[src/rtl/csr_perf_counters_if.sv]
// CSR-side bundle feeding the performance counter unit: read/write ports
// plus the EXE/commit event signals it counts.
interface csr_perf_counters_if #(
    parameter int COMMIT_WIDTH = 2
);
    localparam int RW = $clog2(COMMIT_WIDTH + 1);

    logic [11:0]   csr_raddr_i;
    logic [31:0]   rdata_o;
    logic          hit_o;
    logic          csr_we_i;
    logic [11:0]   csr_waddr_i;
    logic [31:0]   csr_wdata_i;
    logic [RW-1:0] retire_cnt_i;
    logic          exe_stall;
    logic          exe_is_branch;
    logic          exe_misspredict;
    logic          recovery_procedure;

    modport master (
        output csr_raddr_i, csr_we_i, csr_waddr_i, csr_wdata_i, retire_cnt_i,
               exe_stall, exe_is_branch, exe_misspredict, recovery_procedure,
        input  rdata_o, hit_o
    );

    modport slave (
        input  csr_raddr_i, csr_we_i, csr_waddr_i, csr_wdata_i, retire_cnt_i,
               exe_stall, exe_is_branch, exe_misspredict, recovery_procedure,
        output rdata_o, hit_o
    );
endinterface

[src/rtl/csr_perf_counters.sv]
// Machine-mode performance counters (mcycle, minstret, hpm3..5) with
// mcountinhibit gating, combinational reads and commit-stage writes.
module csr_perf_counters #(
    parameter int COMMIT_WIDTH = 2
) (
    input  logic                 clk_i,
    input  logic                 rst_i,
    csr_perf_counters_if.slave   bus
);
    localparam int RW = $clog2(COMMIT_WIDTH + 1);
    localparam logic [31:0] INHIBIT_MASK = 32'h0000_003D;

    // Slot k holds counter C0, C2, C3, C4, C5 for k = 0..4.
    logic [63:0] cnt   [5];
    logic [63:0] inc   [5];
    logic [31:0] mcountinhibit;
    logic [4:0]  inhibit;
    logic [RW-1:0] retire;

    logic        r_hit, r_cnt;
    logic [2:0]  r_slot;
    logic        w_cnt, w_inh, w_hi;
    logic [2:0]  w_slot;

    function automatic logic is_counter(input logic [11:0] a, input logic [3:0] page);
        return (a[11:8] == page) && (a[6:3] == 4'd0) && (a[2:0] != 3'd1) && (a[2:0] <= 3'd5);
    endfunction

    function automatic logic [2:0] slot_of(input logic [2:0] n);
        return (n == 3'd0) ? 3'd0 : n - 3'd1;
    endfunction

    assign retire  = bus.retire_cnt_i;
    assign inhibit = {mcountinhibit[5:2], mcountinhibit[0]};

    always_comb begin
        inc[0] = 64'd1;
        inc[1] = 64'(retire);
        inc[2] = 64'(bus.exe_is_branch && !bus.exe_stall);
        inc[3] = 64'(bus.exe_is_branch && bus.exe_misspredict && !bus.exe_stall);
        inc[4] = 64'(bus.exe_stall || bus.recovery_procedure);
    end

    always_comb begin
        r_cnt  = is_counter(bus.csr_raddr_i, 4'hB) || is_counter(bus.csr_raddr_i, 4'hC);
        r_slot = slot_of(bus.csr_raddr_i[2:0]);
        r_hit  = r_cnt || (bus.csr_raddr_i == 12'h320);
        bus.hit_o   = r_hit;
        bus.rdata_o = 32'd0;
        if (r_cnt)
            bus.rdata_o = bus.csr_raddr_i[7] ? cnt[r_slot][63:32] : cnt[r_slot][31:0];
        else if (r_hit)
            bus.rdata_o = mcountinhibit;
    end

    // Shadow (0xCxx) addresses are read-only, so only the 0xBxx page decodes here.
    always_comb begin
        w_cnt  = bus.csr_we_i && is_counter(bus.csr_waddr_i, 4'hB);
        w_inh  = bus.csr_we_i && (bus.csr_waddr_i == 12'h320);
        w_hi   = bus.csr_waddr_i[7];
        w_slot = slot_of(bus.csr_waddr_i[2:0]);
    end

    always_ff @(posedge clk_i) begin
        if (rst_i) begin
            mcountinhibit <= 32'd0;
            for (int k = 0; k < 5; k++) cnt[k] <= 64'd0;
        end else begin
            if (w_inh) mcountinhibit <= bus.csr_wdata_i & INHIBIT_MASK;
            for (int k = 0; k < 5; k++) begin
                if (w_cnt && (w_slot == 3'(k))) begin
                    if (w_hi) cnt[k][63:32] <= bus.csr_wdata_i;
                    else      cnt[k][31:0]  <= bus.csr_wdata_i;
                end else if (!inhibit[k]) begin
                    cnt[k] <= cnt[k] + inc[k];
                end
            end
        end
    end
endmodule

[src/flat_wrapper.sv]
// flat-port wrapper written by rule: the top's interface ports become plain ports
module csr_perf_counters_flat 
#(
    parameter int COMMIT_WIDTH = 2
)
  (clk_i, rst_i, bus_csr_raddr_i, bus_csr_we_i, bus_csr_waddr_i, bus_csr_wdata_i, bus_retire_cnt_i, bus_exe_stall, bus_exe_is_branch, bus_exe_misspredict, bus_recovery_procedure, bus_rdata_o, bus_hit_o);
  csr_perf_counters_if #(.COMMIT_WIDTH(COMMIT_WIDTH)) bus_i ();
  input  logic clk_i;
  input  logic rst_i;
  input wire logic [$bits(bus_i.csr_raddr_i)-1:0] bus_csr_raddr_i;
  input wire logic [$bits(bus_i.csr_we_i)-1:0] bus_csr_we_i;
  input wire logic [$bits(bus_i.csr_waddr_i)-1:0] bus_csr_waddr_i;
  input wire logic [$bits(bus_i.csr_wdata_i)-1:0] bus_csr_wdata_i;
  input wire logic [$bits(bus_i.retire_cnt_i)-1:0] bus_retire_cnt_i;
  input wire logic [$bits(bus_i.exe_stall)-1:0] bus_exe_stall;
  input wire logic [$bits(bus_i.exe_is_branch)-1:0] bus_exe_is_branch;
  input wire logic [$bits(bus_i.exe_misspredict)-1:0] bus_exe_misspredict;
  input wire logic [$bits(bus_i.recovery_procedure)-1:0] bus_recovery_procedure;
  output wire logic [$bits(bus_i.rdata_o)-1:0] bus_rdata_o;
  output wire logic [$bits(bus_i.hit_o)-1:0] bus_hit_o;
  assign bus_i.csr_raddr_i = bus_csr_raddr_i;
  assign bus_i.csr_we_i = bus_csr_we_i;
  assign bus_i.csr_waddr_i = bus_csr_waddr_i;
  assign bus_i.csr_wdata_i = bus_csr_wdata_i;
  assign bus_i.retire_cnt_i = bus_retire_cnt_i;
  assign bus_i.exe_stall = bus_exe_stall;
  assign bus_i.exe_is_branch = bus_exe_is_branch;
  assign bus_i.exe_misspredict = bus_exe_misspredict;
  assign bus_i.recovery_procedure = bus_recovery_procedure;
  assign bus_rdata_o = bus_i.rdata_o;
  assign bus_hit_o = bus_i.hit_o;
  csr_perf_counters #(.COMMIT_WIDTH(COMMIT_WIDTH)) u_core (.clk_i(clk_i), .rst_i(rst_i), .bus(bus_i));
endmodule
[config.mk]
export PLATFORM = sky130hd
export DESIGN_NAME = csr_perf_counters_flat
export DESIGN_NICKNAME = d
export VERILOG_FILES = /design/src/rtl/csr_perf_counters_if.sv /design/src/rtl/csr_perf_counters.sv /design/src/flat_wrapper.sv
export SDC_FILE = /design/constraint.sdc
export NUM_CORES = 1
export LEC_CHECK = 0
export ABC_AREA = 1
export ABC_CLOCK_PERIOD_IN_PS = 2950
export CAP_MARGIN = 20
export CORE_ASPECT_RATIO = 2
export CORE_UTILIZATION = 59
export CTS_BUF_LIST = sky130_fd_sc_hd__clkbuf_2
export DETAILED_ROUTE_END_ITERATION = 6
export HOLD_SLACK_MARGIN = 0.06
export PLACE_DENSITY = 0.8
export SETUP_SLACK_MARGIN = 0.5
export SYNTH_ARGS = -nofsm -noshare
export SYNTH_HDL_FRONTEND = slang
export SYNTH_SLANG_ARGS = --single-unit
export TNS_END_PERCENT = 100
[constraint.sdc]
create_clock -name clk_i -period 2.95 [get_ports clk_i]
set_input_delay 0.59 -clock clk_i [delete_from_list [all_inputs] [get_ports clk_i]]
set_output_delay 0.59 -clock clk_i [all_outputs]
set_load 0.01 [all_outputs]
==> flow_summary.toml, run 1 <==
[yosys]
number_of_warning_messages_in_the_yosys_log = 0
netlist-cell-type-count = 37
synth_top_area_share_pct = 33.6
dominant_cell_by_count_in_the_synthesized_netlist = "sky130_fd_sc_hd__nand2_1"
netlist_area_sq_um = 28600
synth-seq-cells = 325
synth_sequential_area_ratio_pct = 34.0
ys.flop_type = "sky130_fd_sc_hd__edfxtp_1"
syn_nets = 4724
synth_area_per_cell_sq_um = 6.15
ys_top_cells_by_count = "sky130_fd_sc_hd__nand2_1 (1800), sky130_fd_sc_hd__nor2_1 (706), sky130_fd_sc_hd__inv_1 (513), sky130_fd_sc_hd__edfxtp_1 (320), sky130_fd_sc_hd__o21ai_0 (258)"
synth_cells = 4647
synth_async_sr_flop_share_pct = 0
synth-edff-count = 320
synth_top_cell_by_area = "sky130_fd_sc_hd__edfxtp_1"
netlist_top_cells_area = "sky130_fd_sc_hd__edfxtp_1 (34%), sky130_fd_sc_hd__nand2_1 (24%), sky130_fd_sc_hd__nor2_1 (9.3%)"

[place]
place.port_buffers = 97
gp_congestion = 1.24
place.detailed.instances = 5577
dpl.hpwl_um = 118000
dp_slack_ns = -0.864

[outcome]
run_status = "stopped before the end"
run.stop_error = "[ERROR GRT-0116] Global routing finished with congestion. Check the congestion regions in the DRC Viewer."
failing_step = "global routing"

[clock_tree]
htree_num_levels = 3
holdBufCountCts = 0
number_of_buffers_added_by_the_clock_tree_synthesis_step = 78
cts_max_path_buffers = 3
clock_sinks = 325
root_buffer = "sky130_fd_sc_hd__clkbuf_2"

[floorplan]
rows = 113
die_extent_in_x_um = 158
start_util_pct = 60.0
floorplan.die.height_um = 313
pin_count = 98

[global_routing]
global_route_wire_length_before_repair_um = 302000
groute.usage.overall_pct = 81.1
grt_pass1_vias = 40700
grt_remaining_overflow = 677
maximum_number_of_pins_on_one_net_before_global_route_repair = 59
## what timing repair did
action / 4_1_cts
endpoints found under the setup margin: 47
resized for setup: 382
buffers inserted: 196
cloned: 8
pin swaps: 147
hold endpoints to repair: 0
## metrics by stage
stage                     instance area (sq um)  TNS (ns)  hold WS [ns]
after global placement                    33100    -34.93         0.459
after floorplan                           29000         0         0.439
after detailed placement                  33100    -40.23         0.468
after CTS                                 36100     -2.76         0.344
## logic make-up after synthesis
family	synth area share [%]
DFF	34.0
buffers and inverters	9.96
and+or+nand+nor	41.1
AOI/OAI and AO/OA	8.35
adders and majority gates	0.552
xor gates and xnor gates	6.07
## layer usage
metal  GRT overflow  GRT usage (%)
met2            438           97.8
met5              6           27.3
met4            227           84.6
met3              5           65.9
met1              1           79.4
==> run 2, diff against run 1 <==
==> config.mk (replaced) <==
export PLATFORM = sky130hd
export DESIGN_NAME = csr_perf_counters_flat
export DESIGN_NICKNAME = d
export VERILOG_FILES = /design/src/rtl/csr_perf_counters_if.sv /design/src/rtl/csr_perf_counters.sv /design/src/flat_wrapper.sv
export SDC_FILE = /design/constraint.sdc
export NUM_CORES = 1
export LEC_CHECK = 0
export ABC_AREA = 1
export ABC_CLOCK_PERIOD_IN_PS = 3800
export CAP_MARGIN = 20
export CORE_UTILIZATION = 40
export DETAILED_ROUTE_END_ITERATION = 6
export PLACE_DENSITY_LB_ADDON = 0.15
export SYNTH_ARGS = -nofsm -noshare
export SYNTH_HDL_FRONTEND = slang
export SYNTH_SLANG_ARGS = --single-unit
export TNS_END_PERCENT = 100
==> constraint.sdc (replaced) <==
create_clock -name clk_i -period 3.8 [get_ports clk_i]
set_input_delay 0.76 -clock clk_i [delete_from_list [all_inputs] [get_ports clk_i]]
set_output_delay 0.76 -clock clk_i [all_outputs]
set_load 0.01 [all_outputs]
==> run 2 against run 1 <==
- the flow now finishes without violations
- area after synthesis unchanged
- synthesized cell count is the same
==> flow_summary.toml, run 2 <==
[cells_and_area]
layout-area-overhead-vs-synth_pct = 18.0
largest_reg_flops = 320
fin_nets = 4903
leading_cell_types_in_the_layout_fill_and_taps_excluded = "sky130_fd_sc_hd__nand2_1 (1794), sky130_fd_sc_hd__nor2_1 (702), sky130_fd_sc_hd__inv_1 (511)"
layout-drive-gt1-share_pct = 8.30
most_common_cell_after_layout_fill_and_taps_aside = "sky130_fd_sc_hd__nand2_1"
top_register = "u_core.cnt"
finalInstanceArea_sq_um = 33700
final_std_cells_w_o_fill = 5800
final.fill_count = 7579
reg_top3 = "u_core.cnt x320, u_core.mcountinhibit x5"

[route]
dr_total_vias = 32300
routedWlPerCell_um = 26.8
drt-initial-drc-count = 4082
drt.antenna.violating_nets = 0
detailedRoute.firstPassIterationCount = 6
drc = 0
wl_um = 156000
viasPerCell = 5.56

[yosys]
dominant_cell_by_count_in_the_synthesized_netlist = "sky130_fd_sc_hd__nand2_1"
number_of_warning_messages_in_the_yosys_log = 0
synth_xor_area_share_pct = 6.07
synth_area_per_cell_sq_um = 6.15
synth-edff-count = 320
synth-seq-cells = 325
synth_cells = 4647
synth_top_family_by_area = "simple AND/OR/NAND/NOR gates"
synth_simple_gate_area_share_pct = 41.1
ys.flop_type = "sky130_fd_sc_hd__edfxtp_1"
synth_top_cell_by_area = "sky130_fd_sc_hd__edfxtp_1"
muxShareOfSynthArea_pct = 0
synth_sequential_area_ratio_pct = 34.0
syn_nets = 4724
netlist-cell-type-count = 37
area_fraction_in_compound_gates_after_synthesis_pct = 8.35
synth_async_sr_flop_share_pct = 0
ys_top_cells_by_count = "sky130_fd_sc_hd__nand2_1 (1800), sky130_fd_sc_hd__nor2_1 (706), sky130_fd_sc_hd__inv_1 (513), sky130_fd_sc_hd__edfxtp_1 (320), sky130_fd_sc_hd__o21ai_0 (258)"
netlist_area_sq_um = 28600
netlist_top_cells_area = "sky130_fd_sc_hd__edfxtp_1 (34%), sky130_fd_sc_hd__nand2_1 (24%), sky130_fd_sc_hd__nor2_1 (9.3%)"
synth_adder_area_share_pct = 0.552
synth_top_area_share_pct = 33.6

[sta]
setup-violations-final = 0
final.min_clock_period_ns = 3.74
timing_worst_slew_pin_value_ns = 1.23
max_slew_margin_pct = 17.9
report.final.slew_viol_count = 0
timing.clock.skew_ns = 0.0378
timing.final.hold_violations = 0
maxClockFrequency_mhz = 267
tns_ns = 0
min_period_over_period_pct = 98.4
rsz0062_at_grt = "no"
setup_slack_ns = 0.0616

[clock_tree]
root_buffer = "sky130_fd_sc_hd__clkbuf_16"
cts_max_path_buffers = 3
clk_pin_slew_ns = 0.06
clock_tree_from_tritoncts = "yes"
holdBufCountCts = 0
clock_latency_ns = 0.61
clock_sinks = 325
htree_num_levels = 2
number_of_buffers_added_by_the_clock_tree_synthesis_step = 42

[place]
gp_congestion = 1.05
dp_slack_ns = -0.593
place.detailed.instances = 5706
dpl.hpwl_um = 123000
place.port_buffers = 97
placed_area_sq_um = 31800

[min_path]
min-delay-path-class = "reg -> reg"

[setup_path]
worst_path_dominant_cell_family = "buffers and inverters"
worstSetupStartpointType = "input pin"
arrival_ns = 2.98
worstPathMaxFanout = 14
crit_path_top_delay_cell = "sky130_fd_sc_hd__bufbuf_16"
cpPeakStageDelay_ns = 0.28
worst-setup-path-type = "in -> out"
worst_ep_required_time_ns = 3.04
critPathMostFrequentCell = "sky130_fd_sc_hd__dlygate4sd2_1"
setup.worst_path.end_class = "output port"
crit_path_cell_trace = "dlygate4sd2_1, inv_2, ha_4, nor2_4, buf_12, buf_16, bufbuf_16, nand2_1, o211ai_1, nand3_1, o21ai_0, a21oi_1, buf_4, dlygate4sd2_1"
buffers_inverters_on_critical_path = 7

[floorplan]
pin_count = 98
core_footprint_sq_um = 70400
rows = 97
die_extent_in_x_um = 269
full_die_area_sq_um = 72500
start_util_pct = 40.6
floorplan.die.height_um = 269

[run]
maxCapViolCount = 0

[power_and_ir_drop]
power_density_nw_per_um2 = 364
p_sw_mw = 4.54
power_leakage_nw = 15.3
sw_frac_of_total_pct = 37.0
p_total_mw = 12.3
seq_power_share_pct = 43.6
max-vdd-ir-drop_mv = 0.354
power.internal_mw = 7.74
clock_power_share_pct = 33.7
p_comb_share_pct = 22.7

[global_routing]
groute.usage.overall_pct = 42.1
number_of_antenna_violations_at_the_first_check_in_global_routing = 12
grt_remaining_overflow = 0
maximum_number_of_pins_on_one_net_before_global_route_repair = 81
grt_pass1_vias = 29900
global_route_wire_length_before_repair_um = 218000

[outcome]
run_status = "finished clean"
## run 2: cell counts after synthesis
No cell type changed its count.
## run 2: worst register-to-register path, stage by stage, from the launching register on
cell and delay (ns):
sky130_fd_sc_hd__edfxtp_1 0.64, sky130_fd_sc_hd__buf_4 0.22, sky130_fd_sc_hd__nand2_1 0.16, sky130_fd_sc_hd__nor2_1 0.33
sky130_fd_sc_hd__nand2_1 0.19, sky130_fd_sc_hd__nor3_1 0.42, sky130_fd_sc_hd__nand2_1 0.14, sky130_fd_sc_hd__nor2_1 0.11
sky130_fd_sc_hd__o21ai_0 0.09, sky130_fd_sc_hd__nand2_1 0.07, sky130_fd_sc_hd__inv_1 0.05
## run 2: cell type report
cell class | instances | area, sq um | share of cell area, %
Inverter | 578 | 2170 | 6.44
Antenna cell | 4 | 10.0 | 0.0297
Clock inverter | 25 | 270 | 0.801
Multi-Input combinational cell | 3587 | 16300 | 48.2
Clock buffer | 49 | 1080 | 3.19
Timing Repair Buffer | 292 | 3050 | 9.03
Tap cell | 940 | 1180 | 3.49
Sequential cell | 325 | 9710 | 28.8
## run 2: timing repair
item / CTS / global route
cloned: 6 / 0
endpoints found under the setup margin: 32 / 19
gates resized for setup: 127 / 35
pin swaps: 29 / 12
setup buffers: 9 / 0
## run 2: through the flow
step                      hold WS, ns  utilization, %
after global placement          0.460            45.2
after CTS                       0.476            47.8
after detailed placement        0.467            45.2
after floorplan                 0.439               -
final                           0.475            47.9
after global routing            0.497            47.9
## run 2: final timing paths
| kind | start | end | slack (ns) | cells after the start |
|---|---|---|---|---|
| hold reg to reg | u_core.mcountinhibit[0]$_SDFFE_PP0P_ | u_core.mcountinhibit[0]$_SDFFE_PP0P_ | 0.47 | 2 |
| hold / removal | u_core.mcountinhibit[0]$_SDFFE_PP0P_ | u_core.mcountinhibit[0]$_SDFFE_PP0P_ | 0.47 | 2 |
| setup reg to reg | u_core.cnt[3][3]$_SDFFCE_PP0P_ | u_core.cnt[3][35]$_SDFFCE_PP0P_ | 1.14 | 10 |
| setup / recovery | bus_csr_raddr_i[2] | bus_rdata_o[18] | 0.06 | 14 |
## run 2: routing by layer
layer	part of all wire [%]	vias up	global-route usage, %
met3	10	341	9.48
li1	-	15000	-
met4	7.0	14	24.9
met1	40	15200	54.3
met5	0.063	-	0
met2	43	1691	64.5
## run 2: power groups by stage
| stage | Combinational (mW) | Sequential (mW) | Clock, mW |
|---|---|---|---|
| 3_5_place_dp | 2.60 | 5.37 | 0 |
| 6_report | 2.79 | 5.36 | 4.14 |
| 2_1_floorplan | 1.57 | 4.82 | 0 |
| 3_3_place_gp | 2.58 | 5.38 | 0 |
| 5_1_grt | 3.02 | 5.33 | 4.28 |
| 4_1_cts | 2.70 | 5.30 | 4.16 |
## run 2: kinds of logic (layout without fill, tap and decap cells)
logic type                 count (synthesis)  count (layout)
and+or+nand+nor                         2939            2939
buffers and inverters                    735             944
AOI/OAI and AO/OA                        438             438
DFF                                      325             325
xor gates and xnor gates                 198             198
adders and majority gates                 12              12
other                                      0               4
Note: power is estimated with default switching activity, not from simulation.
==> run 3, diff against run 2 <==
--- a/config.mk
+++ b/config.mk
@@ -5,9 +5,9 @@
 export SDC_FILE = /design/constraint.sdc
 export NUM_CORES = 1
 export LEC_CHECK = 0
-export ABC_AREA = 1
 export ABC_CLOCK_PERIOD_IN_PS = 3800
 export CAP_MARGIN = 20
+export CORE_ASPECT_RATIO = 0.7
 export CORE_UTILIZATION = 40
 export DETAILED_ROUTE_END_ITERATION = 6
 export PLACE_DENSITY_LB_ADDON = 0.15
==> run 3 against run 2 <==
- the flow now finishes with violations (DRC)
- critical path depth is 9 lower
- register-to-register slack got worse by 1.1 ns
- first-iteration DRC count down 3.1%
- wire length is 17% lower
- non-clock buffer count increased by 66
- clock power fell by 6.8%
- critical endpoint is now u_core.cnt[1][59]$_SDFFCE_PP0P_
- largest power group unchanged
- highest routed layer unchanged
==> flow_summary.toml, run 3 <==
[outcome]
run_status = "complete, but fails checks"
violations = "DRC"

[setup_path]
crit_path_cell_trace = "nand4_1, nor4_1, nand4_1, or4_1, a311oi_1"
reg2reg_slack_ns = 0.04
setup.worst_path.end_class = "register"
critPathMostFrequentCell = "sky130_fd_sc_hd__nand4_1"
arrival_ns = 4.14
worstPathMaxFanout = 7
crit_path_top_delay_cell = "sky130_fd_sc_hd__nor4_1"
worst_ep_required_time_ns = 4.18
worstSetupStartpointType = "register"
worst-setup-path-type = "reg -> reg"
end_of_the_worst_register_to_register_path = "u_core.cnt[1][59]$_SDFFCE_PP0P_"
critical_path.reg2reg.startpoint = "u_core.cnt[1][34]$_SDFFCE_PP0P_"
r2r_cells = 5
cpPeakStageDelay_ns = 0.97

[cells_and_area]
leading_cell_types_in_the_layout_fill_and_taps_excluded = "sky130_fd_sc_hd__edfxtp_1 (320), sky130_fd_sc_hd__nand2_1 (226), sky130_fd_sc_hd__buf_4 (206)"
reg_top3 = "u_core.cnt x320, u_core.mcountinhibit x5"
footprint_of_the_multi_input_gates_sq_um = 13500
layout-area-overhead-vs-synth_pct = 21.9
fin_nets = 2714
largest_reg_flops = 320
top_register = "u_core.cnt"
seqCellArea_sq_um = 9710
layout-drive-gt1-share_pct = 18.3
final.fill_count = 5502
most_common_cell_after_layout_fill_and_taps_aside = "sky130_fd_sc_hd__edfxtp_1"

[power_and_ir_drop]
p_total_mw = 11.4
max-vdd-ir-drop_mv = 0.298
power_leakage_nw = 9.61
power_density_nw_per_um2 = 389

[yosys]
netlist_area_sq_um = 23900
synth_sequential_area_ratio_pct = 40.6
synth_top_family_by_area = "simple AND/OR/NAND/NOR gates"
synth_cells = 2440
ys_top_cells_by_count = "sky130_fd_sc_hd__edfxtp_1 (320), sky130_fd_sc_hd__nand2_1 (229), sky130_fd_sc_hd__clkbuf_1 (151), sky130_fd_sc_hd__xnor2_1 (147), sky130_fd_sc_hd__nor3_1 (127)"
area_fraction_in_compound_gates_after_synthesis_pct = 15.1
synth_area_per_cell_sq_um = 9.81
dominant_cell_by_count_in_the_synthesized_netlist = "sky130_fd_sc_hd__edfxtp_1"
synth-edff-count = 320
synth-seq-cells = 325
synth_top_cell_by_area = "sky130_fd_sc_hd__edfxtp_1"
syn_nets = 2517
synth_async_sr_flop_share_pct = 0
synth_simple_gate_area_share_pct = 24.0
number_of_warning_messages_in_the_yosys_log = 0
muxShareOfSynthArea_pct = 8.39
ys.flop_type = "sky130_fd_sc_hd__edfxtp_1"
synth_adder_area_share_pct = 0.658
synth_xor_area_share_pct = 7.24
synth_top_area_share_pct = 40.1
netlist_top_cells_area = "sky130_fd_sc_hd__edfxtp_1 (40%), sky130_fd_sc_hd__mux4_2 (7.1%), sky130_fd_sc_hd__xnor2_1 (5.4%)"
netlist-cell-type-count = 74

[route]
drt-initial-drc-count = 3955
routedWlPerCell_um = 37.1
dr_total_vias = 24700
viasPerCell = 7.10
wl_um = 129000
detailedRoute.firstPassIterationCount = 7
drt.antenna.violating_nets = 0
drc = 1

[sta]
rsz0062_at_grt = "no"
timing.clock.skew_ns = 0.0256
setup-violations-final = 0
fin_worst_hold_slack_ns = 0.661
timing_worst_slew_pin_value_ns = 1.12
max_slew_margin_pct = 25.3
final.min_clock_period_ns = 3.76
timing.final.hold_violations = 0
report.final.slew_viol_count = 0
min_period_over_period_pct = 98.9
maxClockFrequency_mhz = 266

[floorplan]
core_footprint_sq_um = 58700
rows = 74
pin_count = 98
floorplan.die.height_um = 207
full_die_area_sq_um = 60900
die_extent_in_x_um = 294
start_util_pct = 40.8

[min_path]
min-delay-path-class = "reg -> reg"
timing.hold.worst.start = "u_core.mcountinhibit[3]$_SDFFE_PP0P_"
holdPathEnd = "u_core.mcountinhibit[3]$_SDFFE_PP0P_"
hold_path_cell_cnt = 2

[run]
maxCapViolCount = 0

[clock_tree]
clock_tree_from_tritoncts = "yes"
number_of_buffers_added_by_the_clock_tree_synthesis_step = 40
clock_sinks = 325
htree_num_levels = 2
clock_latency_ns = 0.59
clk_pin_slew_ns = 0.06
holdBufCountCts = 0
cts_max_path_buffers = 3
root_buffer = "sky130_fd_sc_hd__clkbuf_16"

[place]
gp_congestion = 1.08
dpl.hpwl_um = 99200
place.port_buffers = 97

[global_routing]
number_of_antenna_violations_at_the_first_check_in_global_routing = 12
maximum_number_of_pins_on_one_net_before_global_route_repair = 69
grt_remaining_overflow = 0
groute.usage.overall_pct = 42.0
global_route_wire_length_before_repair_um = 177000
grt_pass1_vias = 22000
[run 3: changes by cell type in the layout (fill, tap and decap cells not counted), sizes merged, moves of 92 or more]
cell | before | now
inv | 581 | 46
nand3 | 229 | 103
nor4 | 2 | 94
nor2 | 713 | 105
a211oi | 0 | 123
nand2 | 1801 | 229
o21ai | 261 | 45
[run 3: worst max path at each step]
| stage | depth (start not counted) | to | start |
|---|---|---|---|
| final | 5 | u_core.cnt[1][59]$_SDFFCE_PP0P_ | u_core.cnt[1][34]$_SDFFCE_PP0P_ |
| after global routing | 9 | bus_rdata_o[13] | bus_csr_raddr_i[10] |
| after CTS | 10 | bus_rdata_o[28] | bus_csr_raddr_i[1] |
| after detailed placement | 9 | bus_rdata_o[10] | bus_csr_raddr_i[1] |
| after global placement | 9 | bus_rdata_o[16] | bus_csr_raddr_i[1] |
| after floorplan | 8 | bus_rdata_o[23] | bus_csr_raddr_i[1] |
[run 3: layout make-up]
type,instances,area share [%]
clock inverters,19,0.437
repair buffers,358,12.1
multi-input cells,1868,46.4
well taps,798,3.42
flip-flops and latches,325,33.3
diodes,14,0.120
clock buffers,55,3.76
inverters,44,0.566
[run 3: power by group]
| group | total (mW) | switching [mW] | internal, mW | leakage, nW |
|---|---|---|---|---|
| Sequential | 5.48 | 1.08 | 4.40 | 3.48 |
| Clock | 3.86 | 1.76 | 2.10 | 0.594 |
| Combinational | 2.04 | 1.08 | 0.956 | 5.53 |
| Total | 11.4 | 3.91 | 7.45 | 9.61 |
[run 3: cells by family (layout without fill, tap and decap cells)]
family,count (synthesis),after routing
AOI/OAI and AO/OA,508,508
buffers and inverters,247,476
and+or+nand+nor,1045,1045
xor gates and xnor gates,198,198
other,0,14
DFF,325,325
adders and majority gates,12,12
muxes,105,105
[run 3: metrics by stage]
step | instance area, sq um | worst slack (ns) | util [%] | cells | TNS (ns)
after floorplan | 23900 | 0.0817 | - | 2440 | 0
after global placement | 27600 | -0.592 | 47.0 | 3371 | -14.98
after detailed placement | 27600 | -0.602 | 47.0 | 3371 | -15.13
after CTS | 29100 | 0.00651 | 49.6 | 3465 | 0
after global routing | 29200 | 0.00121 | 49.7 | 3468 | 0
final | 29200 | 0.0418 | 49.7 | 3481 | 0
[run 3: routing by layer]
layer,routed length [um],up-vias,track usage (%)
met3,20400,365,17.7
li1,-,10200,-
met2,48300,1895,54.1
met5,61,-,0
met1,52200,12200,58.7
met4,8240,10,22.3
[run 3: worst max-delay path, delay by kind of cell (launching register included)]
family	cells	cell delay, ns
AND/OR/NAND/NOR	4	2.55
AO/OA/AOI/OAI	1	0.35
flip-flops	1	0.65
[run 3: timing repair]
| action | 4_1_cts | 5_1_grt |
|---|---|---|
| setup buffers | 16 | 2 |
| endpoints found under the setup margin | 32 | 28 |
| gates cloned | 4 | 0 |
| hold endpoints to repair | 0 | 0 |
| resized for setup | 123 | 11 |
| pin swaps | 20 | 3 |
